File: src/rtl/mem_arb_pkg.sv
// Shared types and constants for the memory bus arbiter.
//   arb_state_e : arbiter FSM states
//   OwnerI/OwnerD : which cache port owns the transaction in flight
//   OpRd/OpWr     : latched memory operation
package mem_arb_pkg;

  typedef enum logic [1:0] {
    StIdle,
    StIssue,
    StWait,
    StDone
  } arb_state_e;

  localparam logic OwnerI = 1'b0;
  localparam logic OwnerD = 1'b1;

  localparam logic OpRd = 1'b0;
  localparam logic OpWr = 1'b1;

endpackage

File: src/rtl/mem_arb_rr2.sv
// Two-way grant for the I and D cache ports.
//   clock, reset : clock and asynchronous active-high reset
//   i_req_i      : I-port request
//   d_req_i      : D-port request
//   update_i     : arbitration is taking place this clock (pointer may move)
//   grant_d_o    : 1 = D-port wins, 0 = I-port wins (meaningful when a request is present)
// With FIXED_PRI set the D-port always wins; otherwise contention is resolved by a
// pointer that flips after every contended grant. Single requests leave it alone.
module mem_arb_rr2
  import mem_arb_pkg::*;
#(
  parameter bit FIXED_PRI = 1'b0
) (
  input  logic clock,
  input  logic reset,
  input  logic i_req_i,
  input  logic d_req_i,
  input  logic update_i,
  output logic grant_d_o
);

  logic ptr_q, ptr_d;

  always_comb begin
    ptr_d = ptr_q;
    if (FIXED_PRI) begin
      grant_d_o = d_req_i;
    end else if (i_req_i && d_req_i) begin
      grant_d_o = ptr_q;
    end else begin
      grant_d_o = d_req_i;
    end
    if (update_i && i_req_i && d_req_i) begin
      ptr_d = ~ptr_q;
    end
  end

  always_ff @(posedge clock or posedge reset) begin
    if (reset) begin
      ptr_q <= OwnerI;
    end else begin
      ptr_q <= ptr_d;
    end
  end

endmodule

File: src/rtl/mem_bus_arbiter.sv
// Shares one busywait-handshaked line memory between the I-cache and the D-cache.
//   clock, reset        : clock, asynchronous active-high reset
//   i_read, i_address   : I-cache line read request and block address
//   i_busywait          : I-port request pending / not yet complete
//   d_read, d_write     : D-cache line read / writeback request
//   d_address           : D-cache block address
//   d_writedata         : D-cache writeback line
//   d_busywait          : D-port request pending / not yet complete
//   readdata            : last line read from memory, valid in the owner's completion cycle
//   mem_read, mem_write : memory strobes
//   mem_address         : memory block address
//   mem_writedata       : memory write line
//   mem_readdata        : memory read line
//   mem_busywait        : memory busy
//   timeout_err         : sticky, a transaction spent MAX_WAIT clocks waiting on memory
// One transaction is in flight at a time: IDLE -> ISSUE (1 clk) -> WAIT -> DONE (1 clk).
module mem_bus_arbiter
  import mem_arb_pkg::*;
#(
  parameter int unsigned ADDR_W    = 28,
  parameter int unsigned LINE_W    = 128,
  parameter int unsigned MAX_WAIT  = 64,
  parameter bit          FIXED_PRI = 1'b0
) (
  input  logic              clock,
  input  logic              reset,
  input  logic              i_read,
  input  logic [ADDR_W-1:0] i_address,
  output logic              i_busywait,
  input  logic              d_read,
  input  logic              d_write,
  input  logic [ADDR_W-1:0] d_address,
  input  logic [LINE_W-1:0] d_writedata,
  output logic              d_busywait,
  output logic [LINE_W-1:0] readdata,
  output logic              mem_read,
  output logic              mem_write,
  output logic [ADDR_W-1:0] mem_address,
  output logic [LINE_W-1:0] mem_writedata,
  input  logic [LINE_W-1:0] mem_readdata,
  input  logic              mem_busywait,
  output logic              timeout_err
);

  localparam int unsigned CntW = $clog2(MAX_WAIT + 1);
  localparam logic [CntW-1:0] MaxCnt = CntW'(MAX_WAIT);

  arb_state_e        state_q, state_d;
  logic              owner_q, owner_d;
  logic              op_q, op_d;
  logic [ADDR_W-1:0] addr_q, addr_d;
  logic [LINE_W-1:0] wdata_q, wdata_d;
  logic [LINE_W-1:0] rdata_q, rdata_d;
  logic [CntW-1:0]   wait_cnt_q, wait_cnt_d;
  logic              timeout_q, timeout_d;

  logic i_req, d_req, grant_d;
  logic rd_strobe, wr_strobe;

  assign i_req = i_read;
  assign d_req = d_read | d_write;

  mem_arb_rr2 #(
    .FIXED_PRI(FIXED_PRI)
  ) u_rr (
    .clock    (clock),
    .reset    (reset),
    .i_req_i  (i_req),
    .d_req_i  (d_req),
    .update_i (state_q == StIdle),
    .grant_d_o(grant_d)
  );

  always_comb begin
    state_d    = state_q;
    owner_d    = owner_q;
    op_d       = op_q;
    addr_d     = addr_q;
    wdata_d    = wdata_q;
    rdata_d    = rdata_q;
    wait_cnt_d = wait_cnt_q;
    timeout_d  = timeout_q;
    rd_strobe  = 1'b0;
    wr_strobe  = 1'b0;
    unique case (state_q)
      StIdle: begin
        if (i_req || d_req) begin
          owner_d = grant_d;
          // A simultaneous read and write from the D-cache is served as a write.
          op_d    = (grant_d && d_write) ? OpWr : OpRd;
          addr_d  = grant_d ? d_address : i_address;
          if (grant_d) begin
            wdata_d = d_writedata;
          end
          state_d = StIssue;
        end
      end
      StIssue: begin
        rd_strobe  = (op_q == OpRd);
        wr_strobe  = (op_q == OpWr);
        wait_cnt_d = '0;
        state_d    = StWait;
      end
      StWait: begin
        // Strobe follows busywait so memory never re-samples a finished request.
        rd_strobe = (op_q == OpRd) && mem_busywait;
        wr_strobe = (op_q == OpWr) && mem_busywait;
        if (wait_cnt_q != MaxCnt) begin
          wait_cnt_d = wait_cnt_q + CntW'(1);
        end
        if (wait_cnt_d == MaxCnt) begin
          timeout_d = 1'b1;
        end
        if (!mem_busywait) begin
          if (op_q == OpRd) begin
            rdata_d = mem_readdata;
          end
          state_d = StDone;
        end
      end
      StDone: begin
        state_d = StIdle;
      end
      default: begin
        state_d = StIdle;
      end
    endcase
  end

  always_ff @(posedge clock or posedge reset) begin
    if (reset) begin
      state_q    <= StIdle;
      owner_q    <= OwnerI;
      op_q       <= OpRd;
      addr_q     <= '0;
      wdata_q    <= '0;
      rdata_q    <= '0;
      wait_cnt_q <= '0;
      timeout_q  <= 1'b0;
    end else begin
      state_q    <= state_d;
      owner_q    <= owner_d;
      op_q       <= op_d;
      addr_q     <= addr_d;
      wdata_q    <= wdata_d;
      rdata_q    <= rdata_d;
      wait_cnt_q <= wait_cnt_d;
      timeout_q  <= timeout_d;
    end
  end

  // Reset gating makes the strobes drop in the same timestep reset rises.
  assign mem_read      = rd_strobe & ~reset;
  assign mem_write     = wr_strobe & ~reset;
  assign mem_address   = addr_q;
  assign mem_writedata = wdata_q;
  assign readdata      = rdata_q;
  assign timeout_err   = timeout_q;

  assign i_busywait = i_req & ~((state_q == StDone) && (owner_q == OwnerI));
  assign d_busywait = d_req & ~((state_q == StDone) && (owner_q == OwnerD));

endmodule
File: config.mk
export PLATFORM = sky130hd
export DESIGN_NAME = mem_bus_arbiter
export DESIGN_NICKNAME = d
export VERILOG_FILES = /design/src/rtl/mem_arb_pkg.sv /design/src/rtl/mem_arb_rr2.sv /design/src/rtl/mem_bus_arbiter.sv
export SDC_FILE = /design/constraint.sdc
export NUM_CORES = 1
export LEC_CHECK = 0
export BUFFER_PORTS_ARGS = -buffer_cell sky130_fd_sc_hd__buf_2
export CORE_AREA = 2 2 239 241
export DETAILED_ROUTE_END_ITERATION = 8
export DIE_AREA = 0 0 241 243
export GPL_ROUTABILITY_DRIVEN = 0
export GPL_TIMING_DRIVEN = 0
export SYNTH_ARGS = -nofsm -noshare
export SYNTH_HDL_FRONTEND = slang
export SYNTH_SLANG_ARGS = --single-unit
File: constraint.sdc
create_clock -name clock -period 10.5 [get_ports clock]
set_input_delay 1.575 -clock clock [delete_from_list [all_inputs] [get_ports clock]]
set_output_delay 1.575 -clock clock [all_outputs]
set_load 0.02 [all_outputs]
* Yosys cells after proc, flatten, opt, wreduce, memory -nomap -nowiden
Index checks and enable logic that the tools add are counted.
** Word-level totals
- Register bits after elaboration :: 297
- Logic and storage cells :: 56
- Input bits :: 318
** Cells by class
- Bitwise operators :: 12
- Multiplexer cells :: 11
- Add/sub/neg operators :: 1
- Eq/ne operators :: 7
- Reduce and logical (&&, ||, !) cells :: 16
** Operators by type and width (number)
- 2-to-1 mux 28 bit :: 1
- 2-to-1 mux 7 bit :: 2
- one-hot mux 7 bit (2 select lines) :: 1
- logical AND 1 bit :: 8
- one-hot mux 2 bit (4 select lines) :: 1
- adder 7 x 1 -> 7 bit (second input constant) :: 1
- == test 7 bit (second input constant) :: 1
- != test 7 bit (second input constant) :: 1
- inverter 1 bit :: 7
- AND reduction 2 bit :: 3
- AND reduction 3 bit :: 2
- bitwise AND 1 bit :: 4
- == test 2 bit (second input constant) :: 2
- 2-to-1 mux 2 bit :: 2
- != test 2 bit (second input constant) :: 2
- one-hot mux 1 bit (2 select lines) :: 2
- == test 2 x 1 -> 1 bit (second input constant) :: 1
- logical NOT 2 bit :: 1
- 2-to-1 mux 1 bit :: 2
- nonzero test 2 bit :: 1
- logical OR 1 bit :: 1
- OR 1 bit :: 1

* Logic depth before layout (Yosys ltp)
Gate-level depths: netlist of the first run.
- Depth in word-level cells :: 5
- Mapped depth :: 7
- Depth with buffers taken out :: 6

* By module
Synthesis of the first run repeated with hierarchy kept, for this count alone.
** Second synthesis, totals
- Cells, all modules :: 755
- Area, all modules :: 11524.8 µm²
** By module, submodules not included
- mem_bus_arbiter :: times used 1, cells an instance 749, area each 11471.0 µm²
- mem_arb_rr2 :: times used 1, cells an instance 6, area each 53.8 µm²

* Least setup slack after synthesis of the first run
No wires, ideal clock.
- Kind :: in2out
- Start point :: input port mem_busywait
- End point :: output port mem_write
- Data required time :: 8.925 ns
- Stages on the path :: 2
- Arrival :: 2.381 ns
- Setup slack :: 6.544 ns
- Path through :: a21oi_1 > nor4b_1
** On the way
- Cells in the longest elaborated chain, start to end :: 3
** Ends and longest elaborated chain
- start, declared :: line mem_bus_arbiter.sv:41 : input logic mem_busywait,
- logical AND 1 bit :: line mem_bus_arbiter.sv:107 : wr_strobe = (op_q == OpWr) && mem_busywait;
- one-hot mux 1 bit (2 select lines) :: line mem_bus_arbiter.sv:85 : unique case (state_q)
- bitwise AND 1 bit :: line mem_bus_arbiter.sv:154 : assign mem_write = wr_strobe & ~reset;
- end, declared :: line mem_bus_arbiter.sv:37 : output logic mem_write,
No other way between the ends.

* Final worst setup path of the first run
- Start point :: register state_q[0]
- End point :: output port mem_write
** On the way
- Cells in the longest elaborated chain, start to end :: 3
- Elaborated cells on any way between the ends :: 4
** Ends and longest elaborated chain
- start, declared :: line mem_bus_arbiter.sv:48 : arb_state_e state_q, state_d;
- start signal, assigned :: line mem_bus_arbiter.sv:132 : state_q <= StIdle;
- start signal, assigned :: line mem_bus_arbiter.sv:141 : state_q <= state_d;
- == test 2 bit / == test 2 x 1 -> 1 bit (equally long branches) :: line mem_bus_arbiter.sv:85
- one-hot mux 1 bit (2 select lines) * :: line mem_bus_arbiter.sv:85
- bitwise AND 1 bit * :: line mem_bus_arbiter.sv:154
Every way passes the cells marked *; elsewhere a longest branch is shown, timed or not.

==> impl_summary.txt, run 1 <==
----------------------------------------------------
[Synthesis]
  Netlist cell types ... 35
  Sequential cell area fraction in the yosys report ... 64.1%
  Ys Warns ... 0
  Flip-flop and latch count after synthesis ... 297
  Netlist area before placement ... 0.0116 mm2
  Number of cells produced by synthesis ... 761
  Mapped Nets ... 1085
  Average size of a mapped cell ... 15.2 um2

[Pwr]
  Cell internal pwr ... 3340 uW
  P per Cell Area ... 333 mW/mm2
  Relative contribution of sequential cells to total power ... 35.8%
  Leakage dissipation ... 0.00831 uW
  Switching share of power ... 40.1%
  Proportion of power drawn by the clock network ... 21.3%
  Switching power of the nets ... 2240 uW
  Worst vdd ir ... 0.170 mV
  Gate power share ... 42.8%

[Global routing]
  Maximum number of pins on one net before global-route repair ... 131
  Aggregate global routing overflow ... 0
  First-pass GRT wire length ... 50600 um
  Combined global-route utilization of all metal layers ... 11.1%
  Antenna violations before repair ... 0
  Number of global-route vias before repair ... 8876

[STA]
  Final Hold Viols ... 0
  RSZ-0062 raised after global routing ... no
  Pin slew with the least headroom to its limit ... 697 ps
  Max-slew violation count ... 0
  Aggregate negative setup slack ... 0 ps
  Final hold slack ... 477 ps
  Achievable frequency ... 249 MHz
  Post-route clock skew ... 17.5 ps
  Number of failing setup endpoints in the final timing report ... 0
  Worst slew margin relative to its limit ... 53.5%
  Part of the cycle the worst path needs ... 38.2%
  Min Clock Period, post-route ... 4020 ps

[Detailed routing]
  Routed wire length ... 33900 um
  Total via count after detailed routing ... 8537
  Drt drc ... 0
  Per-cell routed wire length ... 15.5 um
  Via count normalized by instance count ... 3.91
  Remaining antenna violation count ... 0
  Pre-antenna DRT Iters ... 4
  Starting DRC count in detailed routing ... 225

[Floorplan]
  Height of the die ... 243 um
  Die Wd ... 241 um
  Die Outline Area ... 0.0586 mm2
  Starting Density ... 20.7%
  Std-Cell Core Area ... 0.0560 mm2
  Num rows ... 87
  Number of top-level design ports ... 607

[Job]
  Max-Cap Viols ... 0

[Critical path]
  Top Family by Delay on Critical Path ... buffers and inverters
  Buf/Inv on CP ... 4
  Arrival time at the worst endpoint ... 2440 ps
  Cell Chain, Critical Path ... inv_1, ha_1, clkbuf_1, inv_1, nor4b_1, buf_2
  Slowest-stage cell, CP ... dfrtp_1
  CP Launch Type ... register
  Worst setup path class ... register to primary output
  Kind of end point of the critical path ... primary output
  Biggest fanout along the worst timing path ... 9
  Max incr delay on CP ... 390 ps
  Worst endpoint required time ... 8930 ps
  Cell mode on critical path ... inv_1

[Clock tree]
  # H-tree levels ... 2
  TritonCTS clock tree ... built
  Clk pin slew, worst setup/hold paths ... 60 ps
  Number of buffers added for setup after CTS ... 0
  Post-CTS Hold Fix Bufs ... 0
  Clock buffer count from CTS ... 35
  Maximum clock path buffer count ... 3
  CTS root buf ... clkbuf_16
  Quantity of gates resized following cts ... 0
  Worst-skew pair later-pin latency ... 530 ps
  Number of sinks handled by clock tree synthesis ... 297

[Min path]
  Class of the worst hold path ... register to register

[Placed design]
  Post-detailed-placement half-perimeter wirelength ... 26900 um
  Count of input and output buffers ... 606

[Layout]
  Number of nets in the layout ... 1730
  Proportion of layout cells with a drive suffix above 1 ... 49.0%
  Leading cell type in the layout, fill and taps excluded ... buf_2
  Antenna Diode Count ... 0
  Area growth, synth to finish ... 44.6%
  Commonest cells after routing, fill and taps aside ... buf_2 (632), dfrtp_1 (297), mux2_1 (256), nand2_1 (40), clkbuf_16 (37)

[Status]
  Result of the run ... finished clean

----------------------------------------------------
## worst reg2reg max path, delay by kind of cell (launching register included)
kind | cells | cell delay (ps)
and+or+nand+nor | 1 | 300
DFF | 1 | 410
buffers and inverters | 4 | 970
adders and majority gates | 1 | 180
muxes | 1 | 360
## power by group through the flow
stage                     Clock (uW)  Combinational [uW]  Sequential [uW]
final                           1190                2390             2000
after detailed placement           0                2440             2020
after global routing            1280                2570             2070
after CTS                       1240                2440             2000
after global placement             0                2400             2000
after floorplan                    0                 789             2700
## stage by stage
stage | total power [uW] | worst slack (ps) | instance area, um2 | utilization [%] | cells
floorplan | 3490 | 721 | 11600 | - | 761
detailed placement | 4460 | 6530 | 15600 | 27.9 | 2125
CTS | 5680 | 6400 | 16800 | 30.0 | 2186
global placement | 4400 | -2600 | 15600 | 27.8 | 2123
global route | 5920 | 6190 | 16800 | 30.0 | 2186
finish | 5580 | 6480 | 16800 | 30.0 | 2186
## synth_stat cells, drive strengths merged
cell / number / area (um2)
nor2: 4 / 15.0
o21ai: 34 / 170
mux2i: 29 / 290
xnor2: 4 / 35.0
ha: 6 / 75.1
nand3: 5 / 25.0
buf: 36 / 209
a311oi: 1 / 8.76
nand2b: 3 / 18.8
a21oi: 5 / 28.8
nand3b: 1 / 7.51
a311o: 1 / 10.0
a31oi: 2 / 12.5
nor3: 4 / 20.0
and3b: 1 / 8.76
clkbuf: 6 / 22.5
a21boi: 1 / 7.51
o2bb2ai: 2 / 17.5
a32o: 1 / 10.0
mux2: 256 / 2880
nor4: 3 / 18.8
a21o: 1 / 7.51
dfrtp: 297 / 7430
nor4b: 2 / 23.8
inv: 9 / 33.8
o31ai: 3 / 22.5
and3: 2 / 12.5
o22a: 1 / 8.76
nand2: 40 / 150
a22oi: 1 / 7.51
## registers in the layout, indices dropped and copies added, names as in the netlist
name / count
mem_address: 28
mem_writedata: 128
op_q: 1
owner_q: 1
readdata: 128
state_q: 2
timeout_err: 1
u_rr.ptr_q: 1
wait_cnt_q: 7
## kinds of logic after synthesis
kind of cell / Yosys count / synth area share [%]
flops: 297 / 64.1
mux: 285 / 27.4
simple gates: 65 / 2.59
compound gates: 53 / 2.69
buf+inv: 51 / 2.29
fa+ha+maj: 6 / 0.648
xor+xnor: 4 / 0.302
## path summary, 6_finish.rpt
check / startpoint / end / slack [ps] / cells past startpoint
worst min register to register: timeout_err / timeout_err / 480 / 1
worst max-delay path: state_q[0] / mem_write / 6480 / 6
worst max register to register: state_q[0] / readdata[96] / 8150 / 7
max in group asynchronous: reset / mem_writedata[53] / 8420 / 3
min in group asynchronous: reset / mem_address[0] / 1070 / 2
worst min-delay path: timeout_err / timeout_err / 480 / 1
## area by class of cell
class | count | area, um2
Fill cell | 5811 | 39200
Inverter | 9 | 41.3
Clock buffer | 51 | 1040
Multi-Input combinational cell | 413 | 3890
Tap cell | 756 | 946
Timing Repair Buffer | 608 | 3090
Buffer | 42 | 231
Sequential cell | 297 | 7430
Clock inverter | 10 | 86.3
## per-layer routing
| layer | global-route usage, % | share of wire, % | up-vias |
|---|---|---|---|
| met1 | 12.7 | 40 | 4189 |
| met3 | 2.76 | 6.8 | 51 |
| met5 | 0 | 0 | - |
| li1 | - | - | 3974 |
| met2 | 19.8 | 51 | 323 |
| met4 | 3.92 | 2.6 | 0 |
(Power assumes the default switching activity.)
==> inputs of run 2 (changes only) <==
clock period = 4 ns   (was 10.5 ns; I/O delays follow)
==> run 2 against run 1 <==
Net effect:
- clock power grew to 2.8 times the previous value
- cell area is 1.1% higher
- non-clock buffer count is 5 higher
- combinational power grew to 2.6 times the previous value
- register-to-register slack worse by 6700 ps
- global-route usage is 0.87 points higher
- critical path depth stayed put
- highest routed layer unchanged
==> impl_summary.txt, run 2 (same netlist as run 1, synthesis figures left out) <==
----------------------------------------------------
[Global routing]
  Routing usage on met2 ... 21.8%
  Antenna violations before repair ... 2
  Aggregate global routing overflow ... 0
  GR Util met3 ... 2.73%
  Number of global-route vias before repair ... 9377
  First-pass GRT wire length ... 54100 um
  Maximum number of pins on one net before global-route repair ... 44
  Routing usage on met1 ... 13.6%
  Combined global-route utilization of all metal layers ... 12.0%
  Layer carrying the most global-route usage ... met2

[Critical path]
  Biggest fanout along the worst timing path ... 9
  Arrival time at the worst endpoint ... 2400 ps
  Buf/Inv on CP ... 4
  Cell mode on critical path ... inv_1
  Cell Chain, Critical Path ... inv_1, ha_1, clkbuf_1, inv_1, nor4_1, buf_2
  Worst endpoint required time ... 3400 ps
  Slowest-stage cell, CP ... dfrtp_1
  Worst setup path class ... register to primary output
  Max incr delay on CP ... 400 ps
  Top Family by Delay on Critical Path ... buffers and inverters
  CP Launch Type ... register
  Kind of end point of the critical path ... primary output

[Clock tree]
  Number of buffers added for setup after CTS ... 0
  Clk pin slew, worst setup/hold paths ... 50 ps
  Post-CTS Hold Fix Bufs ... 0
  CTS root buf ... clkbuf_16
  Number of sinks handled by clock tree synthesis ... 297
  Quantity of gates resized following cts ... 0
  Maximum clock path buffer count ... 3
  TritonCTS clock tree ... built
  Clock buffer count from CTS ... 36
  Worst-skew pair later-pin latency ... 520 ps
  # H-tree levels ... 2

[Pwr]
  Cell internal pwr ... 9000 uW
  Switching share of power ... 39.9%
  Tot Pwr ... 15000 uW
  Proportion of power drawn by the clock network ... 22.4%
  P per Cell Area ... 885 mW/mm2
  Switching power of the nets ... 5980 uW
  Gate power share ... 42.2%
  Leakage dissipation ... 0.00838 uW
  Relative contribution of sequential cells to total power ... 35.4%
  Worst vdd ir ... 0.364 mV

[Layout]
  Number of nets in the layout ... 1736
  Number of filler instances in the final layout ... 5777
  Leading cell type in the layout, fill and taps excluded ... buf_2
  Area growth, synth to finish ... 46.1%
  Finished layout cell area ... 0.0169 mm2
  Commonest cells after routing, fill and taps aside ... buf_2 (632), dfrtp_1 (297), mux2_1 (256), nand2_1 (40), clkbuf_16 (37)
  Proportion of layout cells with a drive suffix above 1 ... 49.4%

[STA]
  Achievable frequency ... 333 MHz
  Post-route clock skew ... 11.8 ps
  Worst slew margin relative to its limit ... 50.8%
  Number of failing setup endpoints in the final timing report ... 0
  Final hold slack ... 217 ps
  Pin slew with the least headroom to its limit ... 736 ps
  Final Hold Viols ... 0
  Min Clock Period, post-route ... 3000 ps
  RSZ-0062 raised after global routing ... no
  Part of the cycle the worst path needs ... 75.0%
  Max-slew violation count ... 0

[Floorplan]
  Die Outline Area ... 0.0586 mm2
  Number of top-level design ports ... 607
  Std-Cell Core Area ... 0.0560 mm2
  Num rows ... 87
  Die Wd ... 241 um
  Height of the die ... 243 um
  Starting Density ... 20.7%

[Status]
  Result of the run ... finished clean

[Detailed routing]
  Remaining antenna violation count ... 0
  Via count normalized by instance count ... 3.93
  Pre-antenna DRT Iters ... 4
  Starting DRC count in detailed routing ... 199
  Per-cell routed wire length ... 16.5 um
  Total via count after detailed routing ... 8619
  Drt drc ... 0
  Routed wire length ... 36100 um

[Min path]
  Class of the worst hold path ... input pin to async pin

[Job]
  Max-Cap Viols ... 0

[Placed design]
  Count of input and output buffers ... 606
  Post-detailed-placement half-perimeter wirelength ... 29100 um
  Area after DPL ... 0.0157 mm2

----------------------------------------------------
## run 2: power by group through the flow
stage	Clock [uW]	Sequential [uW]	Combinational, uW
detailed placement	0	5350	6430
finish	3360	5310	6320
floorplan	0	7090	2070
global placement	0	5290	6290
global route	3610	5500	6780
CTS	3490	5320	6430
## run 2: final cells by class
cell class | count | area, um2 | share of cell area (%)
sequential | 297 | 7430 | 43.9
multi-input combinational | 413 | 3890 | 23.0
timing repair buffer | 613 | 3170 | 18.7
clock buffer | 49 | 1050 | 6.21
tap | 756 | 946 | 5.59
buffer | 42 | 231 | 1.37
clock inverter | 11 | 168 | 0.990
inverter | 9 | 37.5 | 0.222
antenna | 1 | 2.50 | 0.0148
## run 2: final timing paths
kind / from / end / slack (ps) / depth (start not counted)
setup / recovery: state_q[0] / mem_read / 1000 / 6
hold / removal: reset / owner_q / 220 / 2
setup reg to reg: state_q[0] / readdata[43] / 1430 / 7
hold reg to reg: timeout_err / timeout_err / 470 / 1
max in group asynchronous: reset / mem_writedata[76] / 2580 / 5
min in group clock: d_writedata[10] / mem_writedata[10] / 280 / 2
## run 2: metrics by stage
stage          TNS [ps]  setup slack, ps  std cells  util, %
4_1_cts               0              939       2190     30.3
2_1_floorplan   -161890             -545        761        -
6_report              0              999       2191     30.3
5_1_grt               0              806       2191     30.3
3_5_place_dp          0             1110       2130     28.1
3_3_place_gp    -685550            -2350       2123     27.8
## run 2: per-layer routing
| layer | vias to the layer above | wire length [um] |
|---|---|---|
| li1 | 3980 | - |
| met1 | 4257 | 14100 |
| met2 | 325 | 18900 |
| met3 | 57 | 2240 |
| met4 | 0 | 903 |
| met5 | - | 0 |
